$ cat config.mk
export PLATFORM = sky130hd
export DESIGN_NAME = fetch_unit
export DESIGN_NICKNAME = d
export VERILOG_FILES = /design/src/rtl/fetch_pkg.sv /design/src/rtl/fetch_fifo.sv /design/src/rtl/fetch_unit.sv
export SDC_FILE = /design/constraint.sdc
export NUM_CORES = 1
export LEC_CHECK = 0
export ABC_AREA = 0
export CAP_MARGIN = 0
export CORE_MARGIN = 2
export CORE_UTILIZATION = 57
export DETAILED_ROUTE_END_ITERATION = 8
export GPL_TIMING_DRIVEN = 0
export PLACE_DENSITY = 0.86
export SLEW_MARGIN = 25
export SYNTH_ARGS = -nofsm -noshare
export SYNTH_HDL_FRONTEND = slang
export SYNTH_HIERARCHICAL = 1
export SYNTH_SLANG_ARGS = --single-unit
$ cat constraint.sdc
create_clock -name clk -period 26.3 [get_ports clk]
set_clock_uncertainty 0.1 [all_clocks]
set_input_delay 6.575 -clock clk [delete_from_list [all_inputs] [get_ports clk]]
set_output_delay 6.575 -clock clk [all_outputs]
set_load 0.05 [all_outputs]
$ cat src/rtl/fetch_pkg.sv
// fetch_pkg: shared constants and entry type for the LEGv8 fetch stage
package fetch_pkg;
  localparam int INSTR_W = 32;
  localparam logic [INSTR_W-1:0] HALT_INSTR = 32'hb400001f;
  typedef struct packed {
    logic [63:0] pc;
    logic [INSTR_W-1:0] instr;
  } fetch_entry_t;
endpackage

$ cat src/rtl/fetch_fifo.sv
// fetch_fifo: DEPTH-entry synchronous FIFO with flush, head output zeroed when empty
module fetch_fifo #(
  parameter int W = 96,
  parameter int DEPTH = 2,
  localparam int PW = $clog2(DEPTH)
) (
  input  logic clk,
  input  logic reset,
  input  logic flush,
  input  logic push,
  input  logic pop,
  input  logic [W-1:0] din,
  output logic [W-1:0] dout,
  output logic [PW:0] count
);
  logic [W-1:0] mem [DEPTH];
  logic [PW-1:0] wr_ptr, rd_ptr;
  logic do_push, do_pop;
  assign do_push = push & ~flush;
  assign do_pop = pop & ~flush & (count != '0);
  assign dout = (count != '0) ? mem[rd_ptr] : '0;
  always_ff @(posedge clk) begin
    if (!reset || flush) begin
      wr_ptr <= '0;
      rd_ptr <= '0;
      count <= '0;
    end else begin
      if (do_push) wr_ptr <= wr_ptr + 1'b1;
      if (do_pop) rd_ptr <= rd_ptr + 1'b1;
      count <= count + (PW+1)'(do_push) - (PW+1)'(do_pop);
    end
  end
  always_ff @(posedge clk)
    if (do_push) mem[wr_ptr] <= din;
endmodule

$ cat src/rtl/fetch_unit.sv
// fetch_unit: LEGv8 fetch stage (PC, imem address, fetch buffer); FETCH_HALT_EN stops fetch after HALT_INSTR
module fetch_unit
  import fetch_pkg::*;
#(
  parameter int N = 64,
  parameter int DEPTH = 2,
  parameter int AW = 6,
  localparam int PW = $clog2(DEPTH)
) (
  input  logic clk,
  input  logic reset,
  output logic [AW-1:0] imem_addr,
  input  logic [INSTR_W-1:0] imem_q,
  input  logic redirect_i,
  input  logic [N-1:0] redirect_pc_i,
  output logic [INSTR_W-1:0] instr_o,
  output logic [N-1:0] pc_o,
  output logic valid_o,
  input  logic ready_i,
  output logic halted_o
);
  logic [N-1:0] pc_q;
  logic [PW:0] count;
  logic halted, push, pop;
  assign imem_addr = pc_q[AW+1:2];
  assign valid_o = count != '0;
  assign pop = valid_o & ready_i;
  assign push = ~redirect_i & ~halted & ((count < (PW+1)'(DEPTH)) | pop);
  assign halted_o = halted;
  fetch_fifo #(.W(N + INSTR_W), .DEPTH(DEPTH)) u_fifo (
    .clk(clk),
    .reset(reset),
    .flush(redirect_i),
    .push(push),
    .pop(pop),
    .din({pc_q, imem_q}),
    .dout({pc_o, instr_o}),
    .count(count)
  );
  always_ff @(posedge clk) begin
    if (!reset) pc_q <= '0;
    else if (redirect_i) pc_q <= {redirect_pc_i[N-1:2], 2'b00};
    else if (push) pc_q <= pc_q + N'(4);
  end
`ifdef FETCH_HALT_EN
  always_ff @(posedge clk) begin
    if (!reset || redirect_i) halted <= 1'b0;
    else if (push && imem_q == HALT_INSTR) halted <= 1'b1;
  end
`else
  assign halted = 1'b0;
`endif
endmodule

==> key figures <==
Critical path
  • CP Capture Type: output port
  • Critical path class: reg -> out
  • Worst path max stage delay: 0.75 ns
  • Max FO, Critical Path: 10
  • R2R depth: 8
  • Worst R2R Start: pc_q[2]
  • R2r setup slk: between 20 and 25 ns
  • Critical path's slowest cell: clkdlybuf4s50_1
  • Required time worst endpoint: 19.62 ns
  • Crit start category: flip-flop
  • Worst reg2reg endpoint: pc_q[56]
  • Arrival @ worst endpoint: between 2 and 3 ns
  • Worst path cell trace: nor2_2 > buf_4 > buf_2 > nor2_1 > clkdlybuf4s50_1

Finish
  • Post-Layout Cell Count: between 1000 and 1500
  • Share of cells above drive strength 1: 0.09375
  • Nets: between 1000 and 1500
  • Layout Area Growth over Synthesis: 31.32%

Place
  • Cells after DPL: ~1400
  • Placer congestion estimate: approximately 0.92
  • HPWL after detailed placement: between 15 and 20 mm
  • # port buffers: 200

Route
  • WL/cell: 19.50 um
  • First-pass DRT Iterations: 5
  • Met3 WL: ~2.1 mm
  • Top routing layer in use: met4
  • Vias after detailed routing: around 8000
  • DRC violations left: 0
  • Vias per inst: 5.701
  • Met2 Wirelength: around 14 mm
  • Final wirelength: between 20 and 30 mm
  • Routed Antenna Nets: 0
  • WL met1: approximately 11 mm
  • Initial DRC Count: roughly 530

Clock tree
  • CTS tree: yes
  • Clock root cell: clkbuf_16
  • Clk slew on worst S/H paths: around 0.070 ns
  • Hold Buf Count CTS: 0
  • Max clock buf depth: 3
  • Clk sinks: approximately 260
  • Worst-Skew Late Latency: roughly 0.53 ns
  • H-tree Lvls: 1
  • Num CTS Buffers: 26
  • Post-cts sizing count: 0
  • Post-CTS Setup Bufs: 0

Logic synthesis
  • EDFF count, synth: ~190
  • Post-Synthesis Cells: around 890
  • Post-synthesis sequential area ratio: 0.6400
  • Mapped Area: ~11000 sq um
  • Yosys warns: 6
  • Asr flop ratio synth: 0
  • Syn_area_per_cell: 12.55 sq um
  • Netlist cell types: 52
  • Yosys reg bits: around 260
  • Commonest register cell after synthesis: edfxtp_1

Global route
  • Vias in the first global route: just under 8000
  • First-pass GRT wire length: ~40 mm
  • Initial antenna violation count: 1
  • GR Util All Layers: 0.2587
  • Largest net degree at the start of global routing: 31
  • GRT overflow: 0

Power
  • Peak VDD IR: between 0.05 and 0.06 mV
  • Pwr dens: roughly 65 nW/um^2
  • Design Power: between 900 and 1000 uW
  • Leakage: between 0.004 and 0.005 uW

STA
  • Max Slew Vio Count: 0
  • Endpoints failing hold: 0
  • Worst-Margin Slew: ~0.94 ns
  • Final min period: 9.490 ns
  • Setup TNS: 0 ns
  • Setup repair after global routing missed its margin: false
  • Slew HR: 0.3661
  • Final setup vio count: 0
  • Period utilisation layout: 0.3608
  • Hold WS: ~0.41 ns
  • Highest clock rate: around 0.11 GHz

Floorplanning
  • Die Span Y: about 140 um
  • Die Width: between 100 and 150 um
  • Die area: ~20000 sq um
  • Starting Density: 0.5762
  • # rows: slightly above 50
  • Top-level I/O count: slightly above 200
  • Core ar.: roughly 19000 sq um

Hold path
  • Hold WC Path Type: reg -> reg
  • Hold Path End: u_fifo/mem[1][51]
  • Hold Path Cell Cnt: 0
  • Hold Path Origin: pc_q[19]

Run status
  • Run status: completed

Job
  • Max Cap Viol: 0
placed cells by master (no fill, tap or decap), drive strengths merged, types with 6 or more instances in the layout:
master	count
inv	11
edfxtp	192
or3	8
clkdlybuf4s50	200
mux2i	105
and4	6
and3	11
a31oi	11
nor2	129
a21oi	29
clkbuf	63
xnor2	22
clkinv	6
nand4	34
buf	46
dfxtp	67
nand3	25
or4	9
xor2	22
a211oi	10
nand2	23
o21ai	46
nor3	9
nor4	17
worst max-delay path: cells and delay by family (launching register included):
family                 cells  cell delay (ns)
buffers and inverters      3             1.31
and+or+nand+nor            2             0.58
DFF                        1             0.38
flip-flops by register name (all words and copies together), names as in the netlist, named ones only:
signal / count
pc_q: 62
u_fifo/count: 2
u_fifo/mem: 192
u_fifo/rd_ptr: 1
u_fifo/wr_ptr: 1
cell families after synthesis:
logic type               synth area share
XOR/XNOR                          0.03470
multiplexers                      0.09566
AND/OR/NAND/NOR                    0.1310
flip-flops                         0.6400
buffers and inverters             0.03684
AO/OA/AOI/OAI                     0.05916
other                           0.0003377
adder cells (fa/ha/maj)          0.002253
area by class of cell:
cell class | instances | area [sq um]
flip-flops and latches | 259 | 7107
fillers | 1274 | 4688
multi-input cells | 558 | 3625
repair buffers | 215 | 2156
clock buffers | 35 | 755.7
plain buffers | 60 | 364.1
well taps | 265 | 331.6
clock inverters | 13 | 196.4
inverters | 12 | 45.04
diodes | 1 | 2.502
layer usage:
layer  vias to the layer above  track usage
li1                       3783            -
met1                      3886       0.3349
met2                       363       0.4506
met3                        52      0.04399
met4                         0      0.07482
met5                         -            0
Yosys cell counts (22+ instances only):
master / number / share of area
edfxtp_1: 192 / 0.52
a21oi_1: 29 / 0.013
xnor2_1: 22 / 0.017
xor2_1: 22 / 0.017
dfxtp_1: 67 / 0.12
clkbuf_1: 28 / 0.0095
nand3_1: 24 / 0.011
o21ai_0: 45 / 0.020
nand4_1: 34 / 0.019
mux2i_1: 105 / 0.095
nand2_1: 23 / 0.0078
nor2_1: 128 / 0.043
power by group:
group          total (uW)  internal [uW]  switching (uW)  leakage (uW)
Clock                 402            250             152      0.000461
Sequential            472            457            14.4       0.00235
Combinational        79.4           34.5            44.9       0.00198
through the flow:
stage | utilization | area (sq um) | setup slack (ns)
final | 0.7567 | 14580 | 16.81
after global routing | 0.7567 | 14580 | 16.72
after CTS | 0.7563 | 14570 | 16.82
after detailed placement | 0.7069 | 13620 | 16.43
after global placement | 0.6981 | 13450 | 6.465
after floorplan | - | 11120 | 11.25
worst max path at each step:
stage	startpoint	endpoint	slack, ns	depth (start not counted)
after floorplan	redirect_i	u_fifo/mem[0][0]	11.25	4
after global placement	redirect_i	u_fifo/mem[0][65]	6.46	5
after detailed placement	redirect_i	u_fifo/mem[0][68]	16.43	9
after CTS	u_fifo/count[1]	pc_o[57]	16.82	5
after global routing	redirect_i	u_fifo/mem[0][68]	16.72	9
final	u_fifo/count[1]	pc_o[57]	16.81	5
(Power assumes the default switching activity.)
